[src/rtl/mem_check_table.sv]
// Expected (address, data) pair storage: DEPTH entries of 2*DATA_W bits.
// Ports:
//   clk, reset       clock / async active-high reset (clears all entries)
//   we, waddr        write strobe and entry index (out-of-range ignored)
//   wr_addr, wr_data pair written on we
//   raddr            asynchronous read index
//   rd_addr, rd_data pair stored at raddr
module mem_check_table #(
   parameter int DATA_W = 32,
   parameter int DEPTH  = 4,
   parameter int IDX_W  = $clog2(DEPTH)
) (
   input  logic              clk,
   input  logic              reset,
   input  logic              we,
   input  logic [IDX_W-1:0]  waddr,
   input  logic [DATA_W-1:0] wr_addr,
   input  logic [DATA_W-1:0] wr_data,
   input  logic [IDX_W-1:0]  raddr,
   output logic [DATA_W-1:0] rd_addr,
   output logic [DATA_W-1:0] rd_data
);

   localparam logic [IDX_W:0] DEPTH_L = DEPTH[IDX_W:0];

   logic [DEPTH-1:0][2*DATA_W-1:0] mem_q;
   logic [DEPTH-1:0][2*DATA_W-1:0] mem_d;

   always_comb begin
      mem_d = mem_q;
      // Index is compared one bit wider so non-power-of-two depths drop
      // writes past the last entry.
      if (we && ({1'b0, waddr} < DEPTH_L))
         mem_d[waddr] = {wr_addr, wr_data};
   end

   always_ff @(posedge clk or posedge reset) begin
      if (reset) mem_q <= '0;
      else       mem_q <= mem_d;
   end

   assign {rd_addr, rd_data} = mem_q[raddr];

endmodule

[config.mk]
export PLATFORM = sky130hd
export DESIGN_NAME = mem_check_table
export DESIGN_NICKNAME = d
export VERILOG_FILES = /design/src/rtl/mem_check_table.sv
export SDC_FILE = /design/constraint.sdc
export NUM_CORES = 1
export LEC_CHECK = 0
export ABC_AREA = 1
export ABC_CLOCK_PERIOD_IN_PS = 13750
export BUFFER_PORTS_ARGS = -buffer_cell sky130_fd_sc_hd__buf_2
export CORE_MARGIN = 4
export CORE_UTILIZATION = 55
export DETAILED_ROUTE_END_ITERATION = 8
export PLACE_DENSITY_LB_ADDON = 0.15
export SYNTH_ARGS = -nofsm -noshare
export SYNTH_HDL_FRONTEND = slang
export SYNTH_SLANG_ARGS = --single-unit
[constraint.sdc]
create_clock -name clk -period 13.75 [get_ports clk]
set_clock_uncertainty 0.15 [all_clocks]
set_input_delay 4.125 -clock clk [delete_from_list [all_inputs] [get_ports clk]]
set_output_delay 4.125 -clock clk [all_outputs]
set_load 0.01 [all_outputs]
==> results.toml <==
[outcome]
run_status = "finished clean"

[sta]
rsz0062_at_grt = "false"
tightestPinTransition_ns = 1.12
final_min_period_over_clock_period = 0.764
timing_max_transition_violations_final = 0
timing_hold_violations_final = 0
post-route-min-period_ns = 10.51
fmax_mhz = 95.2
setup_viol = 0
setup_tns_ns = 0
slew_headroom = 0.254

[placed_design]
gp_congestion = 0.791
place.port_buffers = 134
placed_cells_incl_taps = 2207
place_hpwl_um = 19100

[die]
die_height_um = 163
fp.dieArea_mm2 = 0.0267
starting_utilization_of_the_core_area = 0.563
die_width_um = 163
floorplan.core_area_mm2 = 0.0236
ios = 135
row_count = 56

[synth]
syn-instance-count = 1868
compound_gate_fraction_of_synth_area = 0.0241
synth_async_sr_flop_share = 1.00
synth_fa_ha_area_frac = 0
synth-simple-area-share = 0.352
synth_fp_nets = 1939
post_synth_num_cell_types = 16
synthMostInstantiatedCell = "sky130_fd_sc_hd__nand2_1"
synth_area_leader_cell = "sky130_fd_sc_hd__dfrtp_1"
synth_area_mm2 = 0.0133
synth-edff-count = 0
ys.flop_type = "sky130_fd_sc_hd__dfrtp_1"
yosys_warnings = 0
synth_seq_cells = 256
synth_mux_area_frac = 0
synth.cells.most_frequent = "sky130_fd_sc_hd__nand2_1, sky130_fd_sc_hd__inv_1, sky130_fd_sc_hd__dfrtp_1"
synth_sequential_area_ratio = 0.482
synth.top_cells.by_area = "sky130_fd_sc_hd__dfrtp_1, sky130_fd_sc_hd__nand2_1, sky130_fd_sc_hd__inv_1, sky130_fd_sc_hd__nand3_1, sky130_fd_sc_hd__nand4_1"
synth_area_per_cell_um2 = 7.12
post_synth_xor_xnor_area = 0
synth_top_area_frac = 0.482
synth_top_family_by_area = "simple AND/OR/NAND/NOR gates"

[layout]
area.growth.synth_to_final_pct = 11.5
layout-drive-gt1-share = 0.106
area.sequential_mm2 = 0.00641
number_of_flip_flops_under_the_largest_register_name = 256
final.fill_count = 2188
reg_top3 = "mem_q x256"
fin_cells = 2260
antenna_cell_count = 0
num-nets-final = 1990
top_register = "mem_q"
combined_area_of_the_multi_input_logic_cells_mm2 = 0.00502

[clocking]
cts_resized = 0
cts.sink_count = 256
cts_tree = "done"
cts.root.buffer_cell = "sky130_fd_sc_hd__clkbuf_16"
clock_path_buffers = 3
cts_post_setup_buffers_inserted = 0
htreeDepth = 1
clk-insertion-delay-late_ns = 0.54
post_cts_hold_buffer_count = 0
cts_inserted_buffers = 29
clkSlewWorstSetupHoldPaths_ns = 0.05

[critical_path]
timing.critical_path.from_type = "primary input"
crit_path_end_kind = "output pin"
worst_ep_required_time_ns = 9.47
slowest_delay_ns = 0.71
worst_path_max_delay_cell = "sky130_fd_sc_hd__inv_4"
critical_path_class = "in2out"
worstPathCellList = "buf_4 -> inv_4 -> buf_4 -> nand2_1 -> nand3_1 -> nand2_1 -> buf_2"
critPathBufInv = 4
highest_fanout_seen_on_the_critical_path = 81
path_delay_family = "buffers and inverters"
cp.arrival_ns = 6.23

[grt]
grt_antenna_before_repair = 0
grt_first_pass_wirelength_um = 59800
grt_max_degree = 136
via_count_of_the_first_global_routing_pass = 11399
grt_remaining_overflow = 0
overall_routing_resource_usage = 0.272

[detailed_routing]
wire_per_inst_um = 16.0
detailroute.via_count = 11942
met3_wirelength_um = 2470
drt_iter0_drc = 1243
postRouteWirelength_um = 36100
wirelength_met1_um = 16100
detail_route.drc_violations = 0
highest_layer = "met4"
drtPass1Iterations = 5
met2_length_um = 17100
detail_route.vias_per_cell = 5.28
final_antenna_net_count = 0

[power]
p_leak_nw = 8.71
worst_vdd_ir_mv = 0.101
cellPowerDensity_mw_per_mm2 = 141

[run]
max_cap_violations = 0

[worst_hold_path]
holdCritPathClass = "reg2reg"
-- logic make-up (layout without fill, tap and decap cells) --
kind of cell	count (synthesis)	count (layout)
simple gates	1093	1093
flops	256	256
buf+inv	455	528
compound gates	64	64
-- path summary, 6_finish.rpt --
check | from | endpoint | slack, ns | cells past startpoint
worst max-delay path | raddr[0] | rd_data[12] | 3.24 | 7
worst min-delay path | mem_q[120]$_DFFE_PP0P_ | mem_q[120]$_DFFE_PP0P_ | 0.32 | 2
worst max register to register | mem_q[253]$_DFFE_PP0P_ | mem_q[253]$_DFFE_PP0P_ | 12.89 | 2
worst min register to register | mem_q[120]$_DFFE_PP0P_ | mem_q[120]$_DFFE_PP0P_ | 0.32 | 2
max in group asynchronous | reset | mem_q[238]$_DFFE_PP0P_ | 7.56 | 4
min in group asynchronous | reset | mem_q[202]$_DFFE_PP0P_ | 3.56 | 2
-- report_power, final --
part           switching [mW]  internal [mW]  leakage (nW)
sequential             0.0622          0.873          3.19
combinational           0.247          0.131          5.04
clock                   0.310          0.473         0.483
total                   0.619           1.48          8.71
-- worst reg2reg max path, delay by kind of cell, from the launching register on --
kind / cells / cell delay (ns)
compound gates: 1 / 0.11
flops: 1 / 0.38
simple gates: 1 / 0.06
-- stage by stage --
step	util	hold WS (ns)	setup slack, ns	power, mW	cell area (um2)
2_1_floorplan	-	0.292	2.43	1.21	13300
3_3_place_gp	0.587	0.303	3.27	1.31	13900
3_5_place_dp	0.587	0.308	3.22	1.33	13900
4_1_cts	0.628	0.321	3.20	2.11	14800
5_1_grt	0.628	0.335	3.07	2.22	14800
6_report	0.628	0.315	3.24	2.10	14800
-- cell type report --
cell class,count,area share
tap,319,0.0269
clock buffer,45,0.0591
inverter,325,0.0830
sequential,256,0.432
timing repair buffer,150,0.0539
clock inverter,8,0.00633
multi-input combinational,1157,0.339
-- cell usage in the layout, fill, tap and decap left out, types with 3 or more instances in the layout --
cell type                   instances
sky130_fd_sc_hd__buf_2            132
sky130_fd_sc_hd__buf_4             17
sky130_fd_sc_hd__clkbuf_1           7
sky130_fd_sc_hd__clkbuf_16         29
sky130_fd_sc_hd__clkbuf_8           9
sky130_fd_sc_hd__clkinv_2           5
sky130_fd_sc_hd__dfrtp_1          256
sky130_fd_sc_hd__inv_1            320
sky130_fd_sc_hd__inv_2              3
sky130_fd_sc_hd__nand2_1          768
sky130_fd_sc_hd__nand3_1          192
sky130_fd_sc_hd__nand4_1          128
sky130_fd_sc_hd__o21ai_0            4
sky130_fd_sc_hd__o21ai_1           60
-- metal layers --
| layer | track usage | vias to the layer above |
|---|---|---|
| met3 | 0.0285 | 39 |
| met1 | 0.396 | 5663 |
| met5 | 0 | - |
| li1 | - | 5822 |
| met2 | 0.450 | 418 |
| met4 | 0.0522 | 0 |
(Power assumes the default switching activity.)
